===== config.mk =====
export PLATFORM = sky130hd
export DESIGN_NAME = pc_gen
export DESIGN_NICKNAME = d
export VERILOG_FILES = /design/src/rtl/pc_gen.sv
export SDC_FILE = /design/constraint.sdc
export NUM_CORES = 1
export LEC_CHECK = 0
export CAP_MARGIN = 20
export CORE_MARGIN = 2
export CORE_UTILIZATION = 54
export DETAILED_ROUTE_END_ITERATION = 8
export PLACE_DENSITY = 0.87
export SYNTH_ARGS = -nofsm -noshare
export SYNTH_HDL_FRONTEND = slang
export SYNTH_SLANG_ARGS = --single-unit

===== constraint.sdc =====
create_clock -name clk -period 3 [get_ports clk]
set_input_delay 0.45 -clock clk [delete_from_list [all_inputs] [get_ports clk]]
set_output_delay 0.45 -clock clk [all_outputs]
set_load 0.02 [all_outputs]

===== src/rtl/pc_gen.sv =====
// pc_gen: program-counter generator for the fetch stage.
// Drives a fetch address with a valid/ready handshake. Redirects come from
// jtag reset, trap and jump in that priority order. A redirect arriving while
// a fetch is outstanding is buffered (latest wins) and applied after accept.
//
// Ports:
//   clk, rst                 clock, asynchronous active-low reset
//   jtag_reset_flag_i        synchronous soft reset back to RESET_VEC / BOOT
//   trap_flag_i/trap_addr_i  trap redirect request and target
//   jump_flag_i/jump_addr_i  jump redirect request and target
//   hold_flag_i              pipeline hold, any nonzero value holds
//   fetch_ready_i            instruction memory accepts pc_o this cycle
//   pc_o, pc_valid_o         fetch address and request valid
//   redirect_o               pulse: pc_o loaded from a redirect
//   misalign_o               pulse: misaligned target was corrected
//
// Optional feature macro: PC_MISALIGN_CHK_EN (align redirect targets to STEP).
module pc_gen #(
  parameter int unsigned     PC_W      = 32,
  parameter logic [PC_W-1:0] RESET_VEC = '0,
  parameter int unsigned     STEP      = 4,
  parameter int unsigned     HOLD_W    = 3
) (
  input  logic              clk,
  input  logic              rst,
  input  logic              jtag_reset_flag_i,
  input  logic              trap_flag_i,
  input  logic [PC_W-1:0]   trap_addr_i,
  input  logic              jump_flag_i,
  input  logic [PC_W-1:0]   jump_addr_i,
  input  logic [HOLD_W-1:0] hold_flag_i,
  input  logic              fetch_ready_i,
  output logic [PC_W-1:0]   pc_o,
  output logic              pc_valid_o,
  output logic              redirect_o,
  output logic              misalign_o
);

  localparam logic [0:0] BOOT = 1'b0;
  localparam logic [0:0] RUN  = 1'b1;

  logic [0:0]      r_state;
  logic [PC_W-1:0] r_pc;
  logic            r_valid;
  logic            r_redirect;
  logic            r_misalign;
  logic            r_pend_v;
  logic [PC_W-1:0] r_pend_addr;

  logic [0:0]      w_state_nxt;
  logic [PC_W-1:0] w_pc_nxt;
  logic            w_valid_nxt;
  logic            w_redirect_nxt;
  logic            w_misalign_nxt;
  logic            w_pend_v_nxt;
  logic [PC_W-1:0] w_pend_addr_nxt;

  logic            w_outst;
  logic            w_acc;
  logic            w_req;
  logic            w_hold;
  logic [PC_W-1:0] w_ta;
  logic [PC_W-1:0] w_load_src;
  logic [PC_W-1:0] w_load_addr;
  logic            w_load_mis;

  assign w_outst    = r_valid & ~fetch_ready_i;
  assign w_acc      = r_valid & fetch_ready_i;
  assign w_req      = trap_flag_i | jump_flag_i;
  assign w_hold     = |hold_flag_i;
  assign w_ta       = trap_flag_i ? trap_addr_i : jump_addr_i;
  // A fresh redirect takes precedence over a buffered one.
  assign w_load_src = w_req ? w_ta : r_pend_addr;

`ifdef PC_MISALIGN_CHK_EN
  localparam logic [PC_W-1:0] ALIGN_MASK = PC_W'(STEP - 1);
  assign w_load_addr = w_load_src & ~ALIGN_MASK;
  assign w_load_mis  = |(w_load_src & ALIGN_MASK);
`else
  assign w_load_addr = w_load_src;
  assign w_load_mis  = 1'b0;
`endif

  // State and output registers.
  always_ff @(posedge clk or negedge rst) begin
    if (!rst) begin
      r_state     <= BOOT;
      r_pc        <= RESET_VEC;
      r_valid     <= 1'b0;
      r_redirect  <= 1'b0;
      r_misalign  <= 1'b0;
      r_pend_v    <= 1'b0;
      r_pend_addr <= '0;
    end else begin
      r_state     <= w_state_nxt;
      r_pc        <= w_pc_nxt;
      r_valid     <= w_valid_nxt;
      r_redirect  <= w_redirect_nxt;
      r_misalign  <= w_misalign_nxt;
      r_pend_v    <= w_pend_v_nxt;
      r_pend_addr <= w_pend_addr_nxt;
    end
  end

  // Next-state logic: fixed-priority redirect / hold / sequential advance.
  always_comb begin
    w_state_nxt     = r_state;
    w_pc_nxt        = r_pc;
    w_valid_nxt     = r_valid;
    w_redirect_nxt  = 1'b0;
    w_misalign_nxt  = 1'b0;
    w_pend_v_nxt    = r_pend_v;
    w_pend_addr_nxt = r_pend_addr;

    if (jtag_reset_flag_i) begin
      w_state_nxt  = BOOT;
      w_pc_nxt     = RESET_VEC;
      w_valid_nxt  = 1'b0;
      w_pend_v_nxt = 1'b0;
    end else begin
      w_state_nxt = RUN;
      if (w_outst) begin
        // Request must stay stable; remember the redirect for later.
        if (w_req) begin
          w_pend_addr_nxt = w_ta;
          w_pend_v_nxt    = 1'b1;
        end
      end else begin
        w_valid_nxt = (r_state == RUN) & ~w_hold;
        if (w_req || r_pend_v) begin
          w_pc_nxt       = w_load_addr;
          w_redirect_nxt = 1'b1;
          w_misalign_nxt = w_load_mis;
          w_pend_v_nxt   = 1'b0;
        end else if (!w_hold && w_acc) begin
          w_pc_nxt = r_pc + PC_W'(STEP);
        end
      end
    end
  end

  assign pc_o       = r_pc;
  assign pc_valid_o = r_valid;
  assign redirect_o = r_redirect;
  assign misalign_o = r_misalign;

endmodule


[Word level (Yosys, flattened, before mapping)]
Index checks and enable logic that the tools add are counted.
Word-level totals
  register bits after elaboration: 68
  bits of input ports: 73
  output and inout bits: 35
  logic and storage cells: 41
Cells by class
  add/sub/neg operators: 1
  eq/ne operators: 2
  muxes and demuxes: 16
  bitwise logic cells: 7
  reductions and logical operators: 9
Operator list (count)
  $mux 32: 6
  $add 32x3->32 const B: 1
  $mux 1: 10
  $reduce_and 2->1: 3
  $reduce_bool 3->1: 2
  $and 1x1->1: 3
  $ne 3x2->1 const B: 1
  $not 1->1: 3
  $reduce_or 3->1: 1
  $ne 2x2->1 const B: 1
  $logic_and 1x1->1: 1
  $logic_not 1->1: 1
  $logic_or 1x1->1: 1
  $or 1x1->1: 1

[Longest topological paths before layout]
  depth in word-level cells: 7
  depth in mapped cells: 7
  mapped depth without buffers: 6

[Least setup slack after synthesis]
Ideal clock, no wire load.
  path kind: input to register
  start: input port jtag_reset_flag_i
  end: register r_pend_addr[27]
  arrival: 1.785 ns
  path slack: 1.081 ns
  cell stages on the path: 6
  path buffers: 3
  path through: clkbuf_1 > or3b_2 > clkbuf_1 > clkbuf_1 > a22oi_1 > o21ai_0
Between the ends
  longest elaborated chain between the ends: 2
Ends and longest elaborated chain
  start, declared: RTL line 26  | input logic jtag_reset_flag_i,
  $not 1->1 (no source line)
  $reduce_and 2->1 (no source line)
  end signal, assigned: RTL line 101  | r_pend_addr <= w_pend_addr_nxt;
  end, declared: RTL line 48  | logic [PC_W-1:0] r_pend_addr;
No other way between the ends.
A chain may end at the register's enable or synchronous reset.

[Worst setup path after layout]
  start: register r_pc[2], in the netlist pc_o[2]
  end: register r_pc[26], in the netlist pc_o[26]
Between the ends
  longest elaborated chain between the ends: 5
Ends and longest elaborated chain
  start, declared: RTL line 43  | logic [PC_W-1:0] r_pc;
  start signal, assigned: RTL line 96  | r_pc <= w_pc_nxt;
  $add 32x3->32: RTL line 136  | w_pc_nxt = r_pc + PC_W'(STEP);
  $mux 32: RTL line 135  | end else if (!w_hold && w_acc) begin
  $mux 32: RTL line 130  | if (w_req || r_pend_v) begin
  $mux 32: RTL line 122  | if (w_outst) begin
  $mux 32: RTL line 115  | if (jtag_reset_flag_i) begin
No other way between the ends. The select of a mux whose other input is x is not followed.

==> summary.txt <==
Seq cells post-synth -> 68
GRT overflow -> 0
Achievable Freq -> 0.419 GHz
Worst R2R Start -> pc_o[2]$_DFFE_PN0P_
Syn Nets -> 587
DR iter-0 viols -> 344
Hold Fails Final Rpt -> 0
Port bufs -> 106
Pwr Density -> 440 nW/µm²
DR vias/cell -> 6.32
Max Slew Vio Count -> 0
Hold Crit Class -> in2async
Worst Reg-to-Reg Cells -> 7
Largest incremental delay on the critical path -> 0.55 ns
# fillers -> 589
Peak VDD IR -> 0.295 mV
Setup CP Type -> reg2reg
Syn Inst Count -> 513
Post-CTS Setup Bufs -> 0
WHS -> 0.297 ns
Via count -> 4,495
Die height -> 92.5 µm
Ports -> 108
Total Power -> 2.45 mW
Core area -> 7650 µm²
P_leak -> 2.17 nW
RSZ-0062 raised after global routing -> no
Synth Area per Inst -> 8.25 µm²
Final Critical Period -> 2.39 ns
Netlist cell types -> 50
CTS buffer count -> 9
DP Wirelength -> 9120 µm
Core Rows -> 32
Ys flop type -> dfrtp_1
Vias in the first global route -> 4,207
Drt first pass iters -> 5
Cell Area, Synth -> 4230 µm²
Final setup vio count -> 0
Final WL -> 12,700 µm
WP data required -> 3.23 ns
Layout Skew -> 0.00858 ns
Crit-path cells -> ha_1, nand3_1, nor3_1, buf_4, and2_1, nand2_1, o311ai_1
Cell taking the most area after synthesis -> dfrtp_1
Setup crit end kind -> flip-flop
Post-synth top area share -> 0.402
Clk slew on worst S/H paths -> 0.07 ns
Clk sinks -> 68
CP startpoint kind -> flip-flop
Final ANT Viol Nets -> 0
Initial antenna violation count -> 0
First-pass GRT wire length -> 20,300 µm
Remaining DRCs -> 0
Worst Max-Slew Pin Slew -> 0.948 ns
H-tree depth -> 3
Async S/R FF share, synth -> 1.00
DR WL/cell -> 17.9 µm
CTS Buffer Depth -> 2
DP Worst Slack -> 0.424 ns
Delay-heaviest family, CP -> simple AND/OR/NAND/NOR gates
GRT Util Overall -> 0.300
Max-cap violations -> 0
Post-route worst setup slack -> 0.612 ns
Buf+Inv Stages, Crit Path -> 1
Critical Path AT -> 2.62 ns
Slowest cell on crit path -> nor3_1
Fin crit share -> 0.796
Status -> finished clean
CTS resizes -> 0
# hold bufs at CTS -> 0
TNS Setup -> 0 ns
CTS root buf -> clkbuf_8
Post-synth EDFFs -> 0
Share of cells above drive strength 1 -> 0.0706
Critical path peak fanout -> 7
Reg-to-Reg End -> pc_o[26]$_DFFE_PN0P_
Clk_lat worst skew -> 0.34 ns
Die area -> 8560 µm²
Antenna diodes -> 0
Slew margin rel. -> 0.362
Synth top area cells -> dfrtp_1, o21ai_0, nand2_1, a22oi_1, a21oi_1
Initial core utilization -> 0.553
Multi-input logic area -> 2340 µm²
YS warnings -> 0
Routability cong. -> 0.930
Synthesis-to-finish area growth -> 31.4%
Seq. cell area -> 1700 µm²
R2R Setup Slk -> 0.61 ns
CTS tree -> built
Die Wd -> 92.5 µm
Fin nets -> 678
Largest net degree at the start of global routing -> 69
Sequential share of the synthesized area -> 0.402
[synthesized netlist by cell type, drive strengths merged, types with 2 or more instances]
cell / instances
o21ai: 77
dfrtp: 68
nand2: 55
a21oi: 37
nor2: 29
a31oi: 26
clkbuf: 26
a22oi: 25
nor2b: 23
mux2i: 15
nand3: 14
buf: 13
nand4: 13
nor3: 12
inv: 9
a22o: 8
o22ai: 7
o211ai: 5
nor4: 4
o311ai: 4
or3: 4
mux2: 3
o2bb2ai: 3
or4: 3
a211oi: 2
a221oi: 2
a41oi: 2
and2: 2
and3: 2
and4: 2
nor3b: 2
o21a: 2
o221ai: 2
o31ai: 2
[where the power goes]
| part | switching (mW) | leakage [nW] | total [mW] | internal [mW] |
|---|---|---|---|---|
| Combinational | 0.277 | 1.23 | 0.542 | 0.264 |
| Clock | 0.359 | 0.109 | 0.823 | 0.465 |
| Sequential | 0.0872 | 0.832 | 1.08 | 0.994 |
[kinds of logic (layout without fill, tap and decap cells)]
logic type | after synthesis | in the layout | share of synthesized area
and+or+nand+nor | 169 | 169 | 0.199
AOI/OAI and AO/OA | 208 | 208 | 0.304
other | 1 | 1 | 0.000886
DFF | 68 | 68 | 0.402
adders and majority gates | 1 | 1 | 0.00296
buffers and inverters | 48 | 144 | 0.0473
muxes | 18 | 18 | 0.0435
[metal layers]
layer	wire length [µm]	global-route usage	vias up
li1	-	-	2104
met1	5430	0.408	2130
met2	6040	0.492	232
met3	1030	0.0472	29
met4	227	0.0970	0
met5	0	0	-
[registers in the layout (all words and copies together) (netlist names)]
signal / flops
pc_o: 32
r_state: 1
r_pend_addr: 32
r_pend_v: 1
pc_valid_o: 1
redirect_o: 1
[stage by stage]
step / instances / instance area (µm²) / utilization
floorplan: 513 / 4230 / -
global placement: 695 / 5350 / 0.699
detailed placement: 695 / 5350 / 0.699
CTS: 711 / 5560 / 0.727
global route: 711 / 5560 / 0.727
finish: 711 / 5560 / 0.727
[placed cells by master, fill, tap and decap left out, types with 3 or more instances in the layout]
| cell type | instances |
|---|---|
| nor2b_1 | 23 |
| inv_1 | 9 |
| nor3_1 | 11 |
| clkbuf_8 | 9 |
| o21ai_1 | 4 |
| o2bb2ai_1 | 3 |
| nand3_1 | 14 |
| o21ai_0 | 73 |
| nor2_1 | 29 |
| a22oi_1 | 25 |
| buf_4 | 13 |
| a21oi_1 | 37 |
| dfrtp_1 | 68 |
| o22ai_1 | 7 |
| clkinv_2 | 3 |
| a31oi_1 | 26 |
| clkdlybuf4s50_1 | 103 |
| or3_1 | 3 |
| a22o_1 | 8 |
| mux2_2 | 3 |
| mux2i_1 | 15 |
| nand4_1 | 13 |
| nor4_1 | 3 |
| or4_1 | 3 |
| nand2_1 | 55 |
| o211ai_1 | 5 |
| buf_2 | 3 |
[final cells by class]
class / instances / share of cell area
Multi-Input combinational cell: 397 / 0.421
Sequential cell: 68 / 0.306
Timing Repair Buffer: 119 / 0.206
Tap cell: 102 / 0.0230
Clock buffer: 9 / 0.0223
Clock inverter: 7 / 0.0164
Inverter: 9 / 0.00608
[worst max-delay path by stage]
stage / cells past startpoint / slack [ns] / end / from
final: 7 / 0.61 / pc_o[26]$_DFFE_PN0P_ / pc_o[2]$_DFFE_PN0P_
after global routing: 7 / 0.38 / pc_o[26]$_DFFE_PN0P_ / pc_o[2]$_DFFE_PN0P_
after CTS: 7 / 0.66 / pc_o[26]$_DFFE_PN0P_ / pc_o[2]$_DFFE_PN0P_
after detailed placement: 6 / 0.42 / pc_o[26]$_DFFE_PN0P_ / jtag_reset_flag_i
after global placement: 6 / 0.50 / pc_o[28]$_DFFE_PN0P_ / jtag_reset_flag_i
after floorplan: 6 / 1.08 / r_pend_addr[27]$_DFFE_PN0N_ / jtag_reset_flag_i
Note: power is estimated with default switching activity, not from simulation.
